## src/rtl/sqrt_pkg.sv

```systemverilog
// Shared constants and elaboration-time helpers for the pipelined square root.
package sqrt_pkg;

    localparam int unsigned RoundFloor   = 0;
    localparam int unsigned RoundNearest = 1;

    function automatic int unsigned num_stages(input int unsigned width_out,
                                               input int unsigned iter_per_stage);
        return (width_out + iter_per_stage - 1) / iter_per_stage;
    endfunction

    // Iterations in stage k; the final stage may be short.
    function automatic int unsigned stage_iters(input int unsigned width_out,
                                                input int unsigned iter_per_stage,
                                                input int unsigned k);
        int unsigned left;
        left = width_out - k * iter_per_stage;
        return (left < iter_per_stage) ? left : iter_per_stage;
    endfunction

    // Bit position of the trial mask for a given global iteration index.
    function automatic int unsigned mask_shift(input int unsigned width_out,
                                               input int unsigned iter);
        return 2 * (width_out - 1 - iter);
    endfunction

endpackage

```

## src/rtl/sqrt_stage.sv

```systemverilog
// One pipeline stage: a chain of restoring square-root iterations feeding a
// load-enabled register. The last stage optionally rounds the root.
module sqrt_stage
    import sqrt_pkg::*;
#(
    parameter int unsigned WidthOut  = 8,
    parameter int unsigned TagWidth  = 4,
    parameter int unsigned StartIter = 0,
    parameter int unsigned Iters     = 1,
    parameter bit          IsLast    = 1'b0,
    parameter int unsigned RoundMode = RoundFloor
) (
    input  logic                  clk_i,
    input  logic                  rst_ni,
    input  logic                  load_i,
    input  logic                  valid_i,
    input  logic [2*WidthOut-1:0] rem_i,
    input  logic [2*WidthOut-1:0] root_i,
    input  logic [TagWidth-1:0]   tag_i,
    output logic                  valid_o,
    output logic [2*WidthOut-1:0] rem_o,
    output logic [2*WidthOut-1:0] root_o,
    output logic [TagWidth-1:0]   tag_o
);

    localparam int unsigned W2 = 2 * WidthOut;
    localparam logic [W2-1:0] MaxRoot = {{WidthOut{1'b0}}, {WidthOut{1'b1}}};

    logic [W2-1:0] rem_c, root_c, root_rnd, mask, trial;
    logic          valid_q;
    logic [W2-1:0] rem_q, root_q;
    logic [TagWidth-1:0] tag_q;

    always_comb begin
        rem_c  = rem_i;
        root_c = root_i;
        mask   = '0;
        trial  = '0;
        for (int unsigned j = 0; j < Iters; j++) begin
            mask  = W2'(1) << mask_shift(WidthOut, StartIter + j);
            trial = root_c + mask;
            if (rem_c >= trial) begin
                rem_c  = rem_c - trial;
                root_c = (root_c >> 1) + mask;
            end else begin
                root_c = root_c >> 1;
            end
        end
    end

    // Round up when the true root is at least floor + 0.5, i.e. rem > floor.
    always_comb begin
        root_rnd = root_c;
        if (IsLast && (RoundMode == RoundNearest) && (rem_c > root_c) && (root_c != MaxRoot)) begin
            root_rnd = root_c + W2'(1);
        end
    end

    always_ff @(posedge clk_i or negedge rst_ni) begin
        if (!rst_ni) begin
            valid_q <= 1'b0;
            rem_q   <= '0;
            root_q  <= '0;
            tag_q   <= '0;
        end else if (load_i) begin
            valid_q <= valid_i;
            if (valid_i) begin
                rem_q  <= rem_c;
                root_q <= root_rnd;
                tag_q  <= tag_i;
            end
        end
    end

    assign valid_o = valid_q;
    assign rem_o   = rem_q;
    assign root_o  = root_q;
    assign tag_o   = tag_q;

endmodule

```

## src/rtl/sqrt_pipe_hs.sv

```systemverilog
// Fully pipelined unsigned integer square root with valid/ready on both sides,
// a sideband tag, floor remainder and optional round-to-nearest root.
module sqrt_pipe_hs
    import sqrt_pkg::*;
#(
    parameter int unsigned WIDTH_IN       = 16,
    parameter int unsigned WIDTH_OUT      = WIDTH_IN / 2 + WIDTH_IN % 2,
    parameter int unsigned ITER_PER_STAGE = 1,
    parameter int unsigned TAG_WIDTH      = 4,
    parameter int unsigned ROUND          = 0
) (
    input  logic                 clk_i,
    input  logic                 rst_ni,
    input  logic                 in_valid_i,
    output logic                 in_ready_o,
    input  logic [WIDTH_IN-1:0]  in_radicand_i,
    input  logic [TAG_WIDTH-1:0] in_tag_i,
    output logic                 out_valid_o,
    input  logic                 out_ready_i,
    output logic [WIDTH_OUT-1:0] out_root_o,
    output logic [WIDTH_OUT:0]   out_rem_o,
    output logic [TAG_WIDTH-1:0] out_tag_o,
    output logic                 busy_o
);

    localparam int unsigned Stages = num_stages(WIDTH_OUT, ITER_PER_STAGE);
    localparam int unsigned W2     = 2 * WIDTH_OUT;

    // Index k is the input of stage k; index k+1 is its registered output.
    logic                 valid [Stages+1];
    logic [W2-1:0]        rem   [Stages+1];
    logic [W2-1:0]        root  [Stages+1];
    logic [TAG_WIDTH-1:0] tag   [Stages+1];
    logic [Stages-1:0]    load;
    logic                 unused_hi;

    assign valid[0] = in_valid_i;
    assign rem[0]   = W2'(in_radicand_i);
    assign root[0]  = '0;
    assign tag[0]   = in_tag_i;

    // A stage loads when empty or when its successor takes its contents.
    always_comb begin
        load           = '0;
        load[Stages-1] = !valid[Stages] || out_ready_i;
        for (int k = int'(Stages) - 2; k >= 0; k--) begin
            load[k] = !valid[k+1] || load[k+1];
        end
    end

    for (genvar k = 0; k < Stages; k++) begin : g_stage
        sqrt_stage #(
            .WidthOut  (WIDTH_OUT),
            .TagWidth  (TAG_WIDTH),
            .StartIter (k * ITER_PER_STAGE),
            .Iters     (stage_iters(WIDTH_OUT, ITER_PER_STAGE, k)),
            .IsLast    (k == int'(Stages) - 1),
            .RoundMode (ROUND)
        ) u_stage (
            .clk_i   (clk_i),
            .rst_ni  (rst_ni),
            .load_i  (load[k]),
            .valid_i (valid[k]),
            .rem_i   (rem[k]),
            .root_i  (root[k]),
            .tag_i   (tag[k]),
            .valid_o (valid[k+1]),
            .rem_o   (rem[k+1]),
            .root_o  (root[k+1]),
            .tag_o   (tag[k+1])
        );
    end

    always_comb begin
        busy_o = 1'b0;
        for (int k = 1; k <= int'(Stages); k++) begin
            busy_o = busy_o | valid[k];
        end
    end

    assign in_ready_o  = load[0] && rst_ni;
    assign out_valid_o = valid[Stages];
    assign out_root_o  = root[Stages][WIDTH_OUT-1:0];
    assign out_rem_o   = rem[Stages][WIDTH_OUT:0];
    assign out_tag_o   = tag[Stages];

    // Upper bits of the last stage are always zero by construction.
    assign unused_hi = ^{rem[Stages], root[Stages]};

endmodule

```

## config.mk

```make
export PLATFORM = sky130hd
export DESIGN_NAME = sqrt_pipe_hs
export DESIGN_NICKNAME = d
export VERILOG_FILES = /design/src/rtl/sqrt_pkg.sv /design/src/rtl/sqrt_stage.sv /design/src/rtl/sqrt_pipe_hs.sv
export SDC_FILE = /design/constraint.sdc
export NUM_CORES = 1
export LEC_CHECK = 0
export ABC_AREA = 1
export CAP_MARGIN = 40
export CORE_MARGIN = 4
export CORE_UTILIZATION = 59
export DETAILED_ROUTE_END_ITERATION = 10
export PLACE_DENSITY = 0.78
export SETUP_SLACK_MARGIN = 0.5
export SLEW_MARGIN = 20
export SYNTH_ARGS = -nofsm -noshare
export SYNTH_HDL_FRONTEND = slang
export SYNTH_SLANG_ARGS = --single-unit
```

## constraint.sdc

```tcl
create_clock -name clk_i -period 4.79 [get_ports clk_i]
set_clock_uncertainty 0.15 [all_clocks]
set_input_delay 0.7185 -clock clk_i [delete_from_list [all_inputs] [get_ports clk_i]]
set_output_delay 0.7185 -clock clk_i [all_outputs]
set_load 0.005 [all_outputs]
```

==> impl_results.md <==
- Worst reg2reg startpoint: g_stage[6].u_stage.valid_o
- Io pins: 48
- Starting Density: 0.6065
- Routability cong.: 0.9103
- PD cells: 673.4 mW/mm²
- Critical path arrival: 2.57 ns
- Routed wire per std cell: 14.04 µm
- Root buf cell: clkbuf_16
- Final Cell Area: 0.01186 mm²
- Yosys warning total: 0
- Synth Area in Simple Gates: 0.3062
- CP top delay family: buffers and inverters
- Setup CP Type: primary input to primary output
- Drt pass-1 iters: 5
- Drt via density: 5.337
- Non-filler instance count after layout: 1670
- Worst-skew pair later-pin latency: 0.45 ns
- Die Width: 142.0 µm
- Final hold vios: 0
- Synthesized area: 0.01060 mm²
- Post-CTS Setup Inserts: 0
- Max-slew headroom: 0.5326
- First-pass GRT wire length: 40.60 mm
- Max cap viols: 0
- Post-DP HPWL: 17.02 mm
- Setup Slack @ Placement: 1.347 ns
- Diode count: 0
- Layout fillers: 1418
- Max-slew violations: 0
- CP Max Fanout: 21
- Worst setup SP type: primary input
- RSZ-0062 raised after global routing: no
- Routed Antenna Nets: 0
- Largest family of logic cells by synthesized area: simple AND/OR/NAND/NOR gates
- Post-synth EDFFs: 0
- GRT Util Overall: 0.2439
- Hold_buf cts: 0
- Critical path's slowest cell: clkdlybuf4s50_1
- Clock-pin slew on the worst setup and hold paths: 0.08 ns
- Buffers on Ports: 47
- Hold slack final: 0.01732 ns
- Final setup vio count: 0
- Synth Area in Adders: 0.04958
- Worst Path Buf+Inv: 3
- Footprint of the multi-input gates: 0.004796 mm²
- Crit-path max cell delay: 0.46 ns
- Vias in the first global route: 8594
- Die Y: 142.0 µm
- Crit path cell chain: clkdlybuf4s50_1 -> nor2_4 -> nand4_4 -> nor2_4 -> nand4_2 -> buf_4 -> and2_1 -> clkdlybuf4s50_1
- Hold Crit Class: primary input to asynchronous set/reset pin
- DRC violations left: 0
- # rows: 48
- Grt ovf: 0
- Num CTS Buffers: 17
- Antenna violations before repair: 0
- Core ar.: 0.01748 mm²
- Area fraction in compound gates after synthesis: 0.07661
- CTS sink cnt: 197
- Sequential fraction of the synthesis area: 0.4651
- Mapped Cells: 1397
- Min cycle time layout: 3.438 ns
- Die area: 0.02018 mm²
- Worst Path Required: 3.92 ns
- Seq cells post-synth: 197
- Mux cell area share after synthesis: 0
- Area delta synth->final: 11.90%
- DRT iter0 DRCs: 624
- Synth unique cells: 39
- Least-Margin Pin Slew: 0.6968 ns
- Clock Tree Buf Depth: 2
- CP endpoint kind: primary output
- Share of layout cells above drive strength 1: 0.04637
- Final critical-path setup slack: 1.352 ns
- Largest net degree at the start of global routing: 59
- Fraction of registers with async set/reset: 1.000
- Crit path from: out_ready_i
- Syn Nets: 1463
- Leakage: 6.053 nW
- XOR/XNOR share of the synthesized area: 0.01983
- Syn Area/Cell: 7.588 µm²
- Vias: 8912
- Outcome: complete, no violations
- CTS tree: built
- Dpl cells: 1638
- Maximum clock rate: 290.9 MHz
- Worst vdd ir: 0.0003911 V
- Post-synth top flop: dfrtp_1
- Setup_tns: 0 ns
- Seq. cell area: 0.004930 mm²
- Routed WL: 23.45 mm
- Final nets: 1499
- H-tree depth reported by CTS: 4
- Post-DP Area: 0.01126 mm²
- Final period utilization: 0.7177
- Post-CTS Resized: 0
-- registers in the layout, indices dropped and copies added (netlist names) --
| signal | cells |
|---|---|
| g_stage.u_stage.root_o | 36 |
| g_stage.u_stage.valid_o | 8 |
| g_stage.u_stage.rem_o | 121 |
| g_stage.u_stage.tag_o | 32 |
-- path summary, 6_finish.rpt --
path | end | slack, ns | depth (start not counted)
worst max register to register | g_stage[7].u_stage.root_o[3] | 2.34 | 5
max in group asynchronous | g_stage[3].u_stage.rem_o[10] | 3.46 | 3
worst max-delay path | in_ready_o | 1.35 | 8
worst min-delay path | g_stage[7].u_stage.rem_o[0] | 0.02 | 1
min in group clk_i | g_stage[6].u_stage.rem_o[13] | 0.33 | 2
worst min register to register | g_stage[6].u_stage.rem_o[13] | 0.33 | 2
-- stage by stage --
stage / power [W] / util
5_1_grt: 0.008724 / 0.6787
6_report: 0.007987 / 0.6787
4_1_cts: 0.007969 / 0.6778
2_1_floorplan: 0.005489 / -
3_5_place_dp: 0.006517 / 0.6444
3_3_place_gp: 0.006380 / 0.6410
-- cells by family after synthesis --
group	Yosys count
AND/OR/NAND/NOR	763
buffers and inverters	218
flip-flops	197
AO/OA/AOI/OAI	153
adder cells (fa/ha/maj)	42
XOR/XNOR	24
-- cells in the mapped netlist, types with 2 or more instances --
cell / instances / area [µm²]
nor2_4: 3 / 33.78
buf_4: 8 / 60.06
nor2_1: 67 / 251.5
buf_1: 3 / 11.26
clkbuf_1: 13 / 48.80
nand3_1: 152 / 760.7
a21boi_1: 2 / 15.01
inv_2: 3 / 11.26
or2_2: 5 / 31.28
dfrtp_1: 197 / 4930
o21ai_1: 7 / 35.03
o21ai_0: 109 / 545.5
nor3_1: 12 / 60.06
buf_2: 16 / 80.08
ha_1: 42 / 525.5
xnor2_1: 8 / 70.07
o21ai_2: 3 / 26.28
nand2_2: 3 / 18.77
nand2_1: 481 / 1805
o211ai_1: 6 / 45.04
nand4_1: 26 / 162.7
nand3b_1: 6 / 45.04
nor2_2: 2 / 12.51
xor2_1: 16 / 140.1
inv_1: 172 / 645.6
o21bai_1: 4 / 30.03
a21oi_1: 19 / 95.09
-- power by group --
part           switching, W  total [W]  internal [W]  leakage [nW]
clock              0.000650    0.00142      0.000766         0.277
combinational       0.00246    0.00392       0.00145          3.32
sequential         0.000432    0.00265       0.00222          2.45
-- cell usage in the layout, fill, tap and decap left out, types with 12 or more instances in the layout --
cell type,synthesis,final
nor3_1,12,12
xor2_1,16,16
clkbuf_16,0,17
a21oi_1,19,19
nand3_1,152,152
inv_1,172,172
nor2_1,67,66
dfrtp_1,197,197
o21ai_0,109,109
clkdlybuf4s50_1,0,46
nand2_1,481,481
nand4_1,26,26
ha_1,42,42
-- worst register-to-register path, stage by stage (launching register included) --
cell and delay [ns]:
dfrtp_1 0.46, inv_1 0.12, nor2_4 0.47, clkinv_1 0.74, nand2_1 0.26, o21ai_0 0.12
-- layer usage --
layer | GRT usage | wire length (µm)
met3 | 0.03058 | 676
met4 | 0.07879 | 482
met2 | 0.4313 | 12050
met5 | 0 | 0
met1 | 0.3123 | 10240
-- cell type report --
| class | instances | share of cell area |
|---|---|---|
| clock buffers | 20 | 0.03935 |
| clock inverters | 11 | 0.009916 |
| inverters | 176 | 0.05570 |
| multi-input cells | 982 | 0.4043 |
| flip-flops and latches | 197 | 0.4156 |
| well taps | 225 | 0.02373 |
| repair buffers | 59 | 0.05137 |
Power figures use the tool's default switching activity.
